### src/rtl/instruction_fetch.sv
`default_nettype none
// ============================================================================
// Module   : instruction_fetch
// Purpose  : Holds the PC, fetches one 32-bit instruction at a time from
//            instruction memory (req/ack) and presents it to decode
//            (valid/ready). The next PC is selected by decode and applied
//            when the held instruction is consumed. No speculation.
// Ports    : clk, rst_n                       clock, async active-low reset
//            imem_req/addr/ack/rdata          instruction memory handshake
//            inst_valid/ready, inst, opcode,
//            inst_pc, pc_plus4                decode handshake + held fields
//            next_sel, branch_taken, imm16,
//            target26, rs_value               next-PC selection from decode
//            misaligned                       sticky misaligned JR target
//            fetch_count                      consumed-instruction counter
// Revision : 1.0  initial release
// ============================================================================
module instruction_fetch #(
  parameter logic [31:0] RESET_PC = 32'h0000_0000
) (
  input  logic        clk,
  input  logic        rst_n,
  output logic        imem_req,
  output logic [31:0] imem_addr,
  input  logic        imem_ack,
  input  logic [31:0] imem_rdata,
  output logic        inst_valid,
  input  logic        inst_ready,
  output logic [31:0] inst,
  output logic [5:0]  opcode,
  output logic [31:0] inst_pc,
  output logic [31:0] pc_plus4,
  input  logic [1:0]  next_sel,
  input  logic        branch_taken,
  input  logic [15:0] imm16,
  input  logic [25:0] target26,
  input  logic [31:0] rs_value,
  output logic        misaligned,
  output logic [31:0] fetch_count
);

  typedef enum logic [1:0] {
    BOOT  = 2'd0,
    FETCH = 2'd1,
    HOLD  = 2'd2
  } state_t;

  state_t      r_state,      w_stateNext;
  logic [31:0] r_pc,         w_pcNext;
  logic        r_imemReq,    w_imemReqNext;
  logic        r_instValid,  w_instValidNext;
  logic [31:0] r_inst,       w_instNext;
  logic [31:0] r_instPc,     w_instPcNext;
  logic        r_misaligned, w_misalignedNext;
  logic [31:0] r_fetchCount, w_fetchCountNext;

  logic [31:0] w_pcPlus4;
  logic [31:0] w_branchOff;
  logic [31:0] w_nextPc;

  // Link value and the base for every PC-relative target.
  assign w_pcPlus4   = r_instPc + 32'd4;
  // Branch offset is in words: sign-extend, then scale by 4.
  assign w_branchOff = {{14{imm16[15]}}, imm16, 2'b00};

  always_comb begin
    w_nextPc = w_pcPlus4;
    case (next_sel)
      2'b01:   w_nextPc = branch_taken ? (w_pcPlus4 + w_branchOff) : w_pcPlus4;
      2'b10:   w_nextPc = {w_pcPlus4[31:28], target26, 2'b00};
      2'b11:   w_nextPc = {rs_value[31:2], 2'b00};
      default: w_nextPc = w_pcPlus4;
    endcase
  end

  always_ff @(posedge clk or negedge rst_n) begin
    if (!rst_n) begin
      r_state      <= BOOT;
      r_pc         <= RESET_PC;
      r_imemReq    <= 1'b0;
      r_instValid  <= 1'b0;
      r_inst       <= 32'd0;
      r_instPc     <= RESET_PC;
      r_misaligned <= 1'b0;
      r_fetchCount <= 32'd0;
    end else begin
      r_state      <= w_stateNext;
      r_pc         <= w_pcNext;
      r_imemReq    <= w_imemReqNext;
      r_instValid  <= w_instValidNext;
      r_inst       <= w_instNext;
      r_instPc     <= w_instPcNext;
      r_misaligned <= w_misalignedNext;
      r_fetchCount <= w_fetchCountNext;
    end
  end

  always_comb begin
    w_stateNext      = r_state;
    w_pcNext         = r_pc;
    w_imemReqNext    = r_imemReq;
    w_instValidNext  = r_instValid;
    w_instNext       = r_inst;
    w_instPcNext     = r_instPc;
    w_misalignedNext = r_misaligned;
    w_fetchCountNext = r_fetchCount;
    case (r_state)
      BOOT: begin
        w_stateNext   = FETCH;
        w_imemReqNext = 1'b1;
      end
      FETCH: begin
        // inst_ready is deliberately not looked at here.
        if (imem_ack) begin
          w_instNext      = imem_rdata;
          w_instPcNext    = r_pc;
          w_instValidNext = 1'b1;
          w_imemReqNext   = 1'b0;
          w_stateNext     = HOLD;
        end
      end
      HOLD: begin
        // imem_ack is deliberately not looked at here.
        if (inst_ready) begin
          w_pcNext         = w_nextPc;
          w_instValidNext  = 1'b0;
          w_imemReqNext    = 1'b1;
          w_fetchCountNext = r_fetchCount + 32'd1;
          w_stateNext      = FETCH;
          if (next_sel == 2'b11 && rs_value[1:0] != 2'b00) begin
            w_misalignedNext = 1'b1;
          end
        end
      end
      default: begin
        w_stateNext     = BOOT;
        w_imemReqNext   = 1'b0;
        w_instValidNext = 1'b0;
      end
    endcase
  end

  assign imem_req    = r_imemReq;
  assign imem_addr   = r_pc;
  assign inst_valid  = r_instValid;
  assign inst        = r_inst;
  assign opcode      = r_inst[31:26];
  assign inst_pc     = r_instPc;
  assign pc_plus4    = w_pcPlus4;
  assign misaligned  = r_misaligned;
  assign fetch_count = r_fetchCount;

endmodule
`default_nettype wire

### config.mk
export PLATFORM = sky130hd
export DESIGN_NAME = instruction_fetch
export DESIGN_NICKNAME = d
export VERILOG_FILES = /design/src/rtl/instruction_fetch.sv
export SDC_FILE = /design/constraint.sdc
export NUM_CORES = 1
export LEC_CHECK = 0
export BUFFER_PORTS_ARGS = -buffer_cell sky130_fd_sc_hd__buf_2
export CAP_MARGIN = 20
export CORE_MARGIN = 2
export CORE_UTILIZATION = 29
export CTS_CLUSTER_SIZE = 16
export DETAILED_ROUTE_END_ITERATION = 6
export GPL_TIMING_DRIVEN = 0
export MAX_ROUTING_LAYER = met4
export SYNTH_ARGS = -nofsm -noshare
export SYNTH_HDL_FRONTEND = slang
export SYNTH_SLANG_ARGS = --single-unit
### constraint.sdc
create_clock -name clk -period 5 [get_ports clk]
set_input_delay 1.25 -clock clk [delete_from_list [all_inputs] [get_ports clk]]
set_output_delay 1.25 -clock clk [all_outputs]
set_load 0.005 [all_outputs]
==> summary.md, run 1 <==
| Metric | Value |
|---|---|
| Worst-Skew Late Latency | `420 ps` |
| Hold Crit Class | `reg -> reg` |
| Status | `finished clean` |
| LEAKAGE | `5.13 nW` |
| Max_slew headroom | `0.256` |
| Count leader, synth | `dfrtp_1` |
| WS Path Type | `reg -> reg` |
| H-tree levels | `4` |
| Required time worst endpoint | `between 5000 and 6000 ps` |
| Mapped Avg Cell Area | `roughly 9.9 um^2` |
| Area delta synth->final | `32.3%` |
| # DRC | `0` |
| Synth Area in Compound Gates | `0.139` |
| Simple-gate share of the synthesized area | `0.145` |
| Detailed Routing Iterations Pass 1 | `5` |
| Crit. End Element | `register` |
| Vias in the first global route | `just over 7000` |
| Fin. Hold Viols | `0` |
| Total number of vias | `7340` |
| Syn Inst Count | `799` |
| # rows | `60` |
| Area leader, netlist | `dfrtp_1` |
| Setup violations, final | `0` |
| Antenna fix cells | `0` |
| Final wirelength | `between 20000 and 30000 um` |
| Hold Path Depth | `1` |
| Share of the synthesized area in the top cell type | `0.417` |
| Buffers on Ports | `281` |
| R2R cell count | `18` |
| I/O pin total | `roughly 280` |
| Post-Synth XOR/XNOR Area | `0.0874` |
| Largest family of logic cells by synthesized area | `simple AND/OR/NAND/NOR gates` |
| Nets@finish | `between 1000 and 1500` |
| DIE AREA | `approximately 29000 um^2` |
| Post-CTS setup buffer count | `0` |
| Hold Path Origin | `fetch_count[31]` |
| Initial DRC count | `about 450` |
| Post-layout power | `6.09 mW` |
| Final worst setup slack | `roughly 350 ps` |
| Routed Antenna Nets | `0` |
| Setup Slack @ Placement | `-120 ps` |
| Maximum clock insertion buffer count | `2` |
| Share of flip-flops with an asynchronous set or reset | `1.00` |
| Largest net degree at the start of global routing | `79` |
| Peak VDD IR | `233 uV` |
| CP max FO | `8` |
| Core area | `between 20000 and 30000 um^2` |
| Max-capacitance violation count | `0` |
| Hold path endpoint | `fetch_count[31]` |
| CTS buffer count | `17` |
| Slew @ Worst Pin | `1120 ps` |
| Worst Setup Start Kind | `register` |
| Yosys warning count | `0` |
| Vias per cell | `just over 5` |
| Synth Area in Adders | `0.0563` |
| CTS tree | `yes` |
| DP HPWL | `approximately 22000 um` |
| Seq cells post-synth | `between 100 and 150` |
| DR WL/cell | `19.3 um` |
| Total gr overflow | `0` |
| Starting Density | `0.294` |
| Hold Buf Count CTS | `0` |
| Minimum clock period | `around 4600 ps` |
| Register area share after synthesis | `0.417` |
| Total track usage | `0.201` |
| Worst r2r src | `inst_pc[2]` |
| Root buf cell | `clkbuf_16` |
| Share of cells above drive strength 1 | `0.375` |
| Post-Syn Nets | `about 950` |
| Mux contribution to synthesized area | `0.124` |
| Clock Skew | `~8.3 ps` |
| Unique masters post-synth | `61` |
| Die Width | `about 170 um` |
| Crit path DAT | `4970 ps` |
| Synth top area cells | `dfrtp_1 42%, mux2_2 10%, xnor2_1 6.2%, ha_1 5.4%, nand2_1 4.2%` |
| Worst hold slack | `around 460 ps` |
| Initial antenna violation count | `0` |
| Part of the cycle the worst path needs | `0.930` |
| GPL Wtd Cong | `0.874` |
| First-pass GRT wire length | `roughly 42000 um` |
| Worst-path clk slew | `60 ps` |
| Die height | `between 150 and 200 um` |
| Post-synth EDFFs | `0` |
| Worst R2R End | `imem_addr[31]` |
| CTS sink cnt | `approximately 130` |
| Pwr/cell area | `between 500 and 600 nW/um^2` |
| R2r setup slk | `350 ps` |
| Setup TNS | `0 ps` |
| Synth Flop Type | `dfrtp_1` |
| Fmax | `between 200 and 250 MHz` |
| RSZ-0062 raised after global routing | `no` |
| Post-Syn Area | `slightly below 8000 um^2` |
| Commonest cells post-synth | `132 x dfrtp_1, 89 x nand2_1, 71 x mux2_2` |
| Pins over their slew limit | `0` |
## worst max path at each step
stage,slack (ps),start,end,cells after the start
final,350,inst_pc[2],imem_addr[31],18
after global placement,-70,inst_pc[2],imem_addr[27],16
after global routing,3,inst_pc[2],imem_addr[31],18
after floorplan,860,inst_pc[2],imem_addr[31],18
after detailed placement,-120,inst_pc[2],imem_addr[27],16
after CTS,20,inst_pc[2],imem_addr[27],16
## worst max-delay path, stage by stage, from the launching register on
cell and delay [ps]:
dfrtp_1 520, ha_1 280, inv_1 100, nor3_4 310
nand3_1 240, inv_1 130, nand2_1 70, xnor2_1 320
ha_1 310, buf_6 140, a21o_1 200, o21ba_1 240
o32ai_1 110, a2111oi_4 370, a21oi_2 120, or4_4 530
a21o_1 190, and4_4 190, o31ai_2 190
## through the flow
step | std cells | utilization | area [um^2]
5_1_grt | 1454 | 0.389 | 10500
4_1_cts | 1454 | 0.388 | 10400
2_1_floorplan | 799 | - | 7910
6_report | 1454 | 0.389 | 10500
3_5_place_dp | 1422 | 0.364 | 9780
3_3_place_gp | 1421 | 0.363 | 9750
## power by group
| part | internal (mW) | total, mW | switching (mW) |
|---|---|---|---|
| sequential | 1.46 | 1.86 | 0.395 |
| combinational | 1.35 | 2.84 | 1.49 |
| clock | 0.890 | 1.39 | 0.498 |
## final cells by class
type | instances | area, um^2
Buffer | 37 | 179
Clock buffer | 17 | 425
Clock inverter | 15 | 226
Fill cell | 2754 | 16400
Inverter | 18 | 67.6
Multi-Input combinational cell | 612 | 4400
Sequential cell | 132 | 3300
Tap cell | 341 | 427
Timing Repair Buffer | 282 | 1440
## flip-flops by register name, indices dropped and copies added, names as in the netlist
register,flops
inst_pc,32
inst_valid,1
misaligned,1
fetch_count,32
r_state,1
imem_req,1
imem_addr,32
inst,32
## cell usage in the layout (no fill, tap or decap), types with 4 or more instances in the layout
master / count
buf_2: 282
dfrtp_1: 132
nand2_1: 89
mux2_2: 71
xnor2_1: 55
nor2_1: 49
a21oi_1: 41
o21ai_0: 36
nand3_1: 34
ha_1: 34
clkbuf_1: 24
xor2_1: 23
inv_1: 18
mux2i_1: 18
clkbuf_16: 17
nand4_1: 16
a21o_1: 16
a211oi_1: 15
a31oi_1: 10
and3_1: 9
nor3_1: 9
buf_4: 8
nand2b_1: 7
o31ai_1: 7
a221oi_1: 6
and4_1: 5
bufinv_16: 5
or2_2: 4
nor2b_1: 4
o21a_1: 4
and2_1: 4
inv_6: 4
## repair_timing
action                     CTS  global route
setup endpoints to repair    2             3
gates cloned                 0             0
gates resized for setup      1             6
## cells by family (layout without fill, tap and decap cells)
| group | after synthesis | count (layout) |
|---|---|---|
| AO/OA/AOI/OAI | 165 | 165 |
| XOR/XNOR | 79 | 79 |
| adder cells (fa/ha/maj) | 35 | 35 |
| buffers and inverters | 55 | 369 |
| flip-flops | 132 | 132 |
| multiplexers | 89 | 89 |
| AND/OR/NAND/NOR | 244 | 244 |
## layer usage
layer  up-vias  global-route usage  wire [um]
li1       3476                   -          -
met1      3541               0.272      12900
met2       297               0.308      12800
met3        26              0.0401       1780
met4         0              0.0509        527
met5         -                   -          0
Power figures use the tool's default switching activity.
==> run 2, diff against run 1 <==
- BUFFER_PORTS_ARGS: -buffer_cell sky130_fd_sc_hd__buf_2 -> -buffer_cell sky130_fd_sc_hd__clkbuf_2
- clock period: 5 -> 5.4 ns (I/O delays scaled with it)
==> run 2 against run 1 <==
  * Sequential share of layout area is 0.22 points higher
  * Non-clock buffer count stayed put
  * Cell area is 0.69% lower
  * Final cell count is the same
==> summary.md, run 2 (synthesis gave the netlist of run 1 again) <==
| Metric | Value |
|---|---|
| Peak VDD IR | `228 uV (-2.4%)` |
| CP max FO | `7 (-1)` |
| Clock network power share | `0.215 (-0.013)` |
| Post-CTS setup buffer count | `0 (unchanged)` |
| Sequential Area | `3300 um^2 (unchanged)` |
| DP HPWL | `21900 um (-0.35%)` |
| Hold Crit Class | `reg -> reg` |
| Minimum clock period | `4950 ps (+297 ps)` |
| Max-capacitance violation count | `0 (unchanged)` |
| DR WL/cell | `19.2 um (-0.58%)` |
| Antenna fix cells | `0 (unchanged)` |
| Slew @ Worst Pin | `1100 ps (-11.6 ps)` |
| Max_slew headroom | `0.264 (+0.00774)` |
| Area delta synth->final | `31.4%` |
| Vias per cell | `5.05 (about the same)` |
| Worst-path clk slew | `60 ps (about the same)` |
| Switching part of the total | `0.398 (+0.00664)` |
| First-pass GRT wire length | `42600 um (+0.91%)` |
| Die Width | `169 um (unchanged)` |
| Fmax | `202 MHz (-6.0%)` |
| Total number of vias | `7342 (+0.027%)` |
| Worst hold slack | `465 ps (+7.74 ps)` |
| Maximum clock insertion buffer count | `2 (unchanged)` |
| Final wirelength | `27900 um (-0.58%)` |
| Worst-Skew Late Latency | `410 ps (about the same)` |
| Routed Antenna Nets | `0 (unchanged)` |
| Total track usage | `0.202 (+0.00124)` |
| Int Power | `3.33 mW (-10%)` |
| Initial antenna violation count | `0 (unchanged)` |
| Root buf cell | `clkbuf_16` |
| Crit path DAT | `5300 ps (+330 ps)` |
| Die height | `169 um (unchanged)` |
| Hold Buf Count CTS | `0 (unchanged)` |
| Setup violations, final | `0 (unchanged)` |
| Multi-input logic area | `4370 um^2 (-0.68%)` |
| Required time worst endpoint | `5760 ps (+440 ps)` |
| FILL cells | `2747 (-0.25%)` |
| Fin cells | `1454 (unchanged)` |
| CTS sink cnt | `132 (unchanged)` |
| Part of the cycle the worst path needs | `0.916 (-0.0138)` |
| # rows | `60 (unchanged)` |
| Pwr/cell area | `532 nW/um^2 (-8.5%)` |
| DP Area | `9780 um^2 (about the same)` |
| Share of cells above drive strength 1 | `0.370 (-0.00449)` |
| Placed insts | `1422 (unchanged)` |
| Detailed Routing Iterations Pass 1 | `5 (unchanged)` |
| Total gr overflow | `0 (unchanged)` |
| Core area | `26900 um^2 (unchanged)` |
| Post-route cell area | `10400 um^2 (-0.69%)` |
| Nets@finish | `1248 (unchanged)` |
| Net Switching | `2.20 mW (-7.6%)` |
| DIE AREA | `28600 um^2 (unchanged)` |
| Setup TNS | `0 ps (unchanged)` |
| RSZ-0062 raised after global routing | `no` |
| CTS tree | `yes` |
| Post-CTS resize count | `0 (-1)` |
| Fin. Hold Viols | `0 (unchanged)` |
| Commonest cells after routing, fill and taps aside | `280 x clkbuf_2, 132 x dfrtp_1, 89 x nand2_1` |
| Largest net degree at the start of global routing | `68 (-14%)` |
| Crit. End Element | `register` |
| GPL Wtd Cong | `0.872 (-0.18%)` |
| Status | `finished clean` |
| LEAKAGE | `5.09 nW (-0.65%)` |
| Max stage delay on crit path | `560 ps (+30 ps)` |
| Crit-path most repeated cell | `nand4_1` |
| WS Path Type | `reg -> reg` |
| H-tree levels | `4 (unchanged)` |
| CTS buffer count | `17 (unchanged)` |
| Post-layout power | `5.53 mW (-9.2%)` |
| Worst Setup Start Kind | `register` |
| Initial DRC count | `514 (+15%)` |
| Buffers on Ports | `281 (unchanged)` |
| # DRC | `0 (unchanged)` |
| Combinational share of power | `0.472 (+0.005)` |
| Pins over their slew limit | `0 (unchanged)` |
| Slowest CP cell | `nor3_1` |
| Critical path, cell by cell | `nand4_1, nor3_1, nand3_1, nor2_1, xor2_1, ha_1, buf_2, nand4_1, nor4_1, nand4_1, a21oi_1, o21ai_0, mux2_2, a22oi_1, a22o_1` |
| Clock Skew | `8.06 ps (-0.233 ps)` |
| Commonest non-fill, non-tap cell in the layout | `clkbuf_2` |
| Fraction of power consumed by sequential logic | `0.313 (+0.008)` |
| Vias in the first global route | `7205 (+2.1%)` |
| I/O pin total | `282 (unchanged)` |
| Starting Density | `0.294 (unchanged)` |
[run 2: cell count changes in the layout (fill, tap and decap cells not counted), moves of 2 or more]
cell	previous run	this run
buf_2	282	2
clkbuf_2	0	280
clkbuf_8	0	5
clkinv_4	1	5
inv_6	4	0
bufinv_16	5	2
clkinvlp_4	3	1
nor2_1	49	51
nor2_2	3	1
[run 2: cell type report]
class / count / share of cell area
multi-input combinational: 612 / 0.420
sequential: 132 / 0.318
timing repair buffer: 282 / 0.139
clock buffer: 21 / 0.0462
tap: 341 / 0.0410
buffer: 37 / 0.0172
clock inverter: 11 / 0.0122
inverter: 18 / 0.00650
[run 2: power groups by stage]
| stage | clock network [mW] | registers [mW] | logic [mW] |
|---|---|---|---|
| 2_1_floorplan | 0 | 1.68 | 1.56 |
| 3_3_place_gp | 0 | 1.73 | 2.59 |
| 3_5_place_dp | 0 | 1.75 | 2.61 |
| 4_1_cts | 1.22 | 1.73 | 2.63 |
| 5_1_grt | 1.26 | 1.79 | 2.88 |
| 6_report | 1.19 | 1.73 | 2.61 |
[run 2: path summary, 6_finish.rpt]
| path | from | endpoint | slack (ps) | cells past startpoint |
|---|---|---|---|---|
| max in group asynchronous | rst_n | inst_pc[25] | 3730 | 2 |
| min in group asynchronous | rst_n | inst[19] | 940 | 1 |
| min reg2reg | fetch_count[31] | fetch_count[31] | 470 | 1 |
| max reg2reg | inst_pc[5] | imem_addr[27] | 450 | 15 |
| max | inst_pc[5] | imem_addr[27] | 450 | 15 |
| min | fetch_count[31] | fetch_count[31] | 470 | 1 |
[run 2: routing by layer]
| metal | GRT usage | wire length (um) |
|---|---|---|
| met2 | 0.310 | 12800 |
| met1 | 0.270 | 12600 |
| met4 | 0.0505 | 476 |
| met5 | - | 0 |
| met3 | 0.0476 | 1980 |
[run 2: per-stage QoR]
step	utilization	setup slack, ps
2_1_floorplan	-	1260
3_3_place_gp	0.363	341
3_5_place_dp	0.364	351
4_1_cts	0.387	296
5_1_grt	0.387	58.8
6_report	0.387	453
[run 2: critical path: cells and delay by family (launching register included)]
| kind | cells | cell delay, ps |
|---|---|---|
| flip-flops | 1 | 480 |
| buffers and inverters | 1 | 190 |
| multiplexers | 1 | 300 |
| AO/OA/AOI/OAI | 4 | 790 |
| XOR/XNOR | 1 | 370 |
| adder cells (fa/ha/maj) | 1 | 180 |
| AND/OR/NAND/NOR | 7 | 2560 |
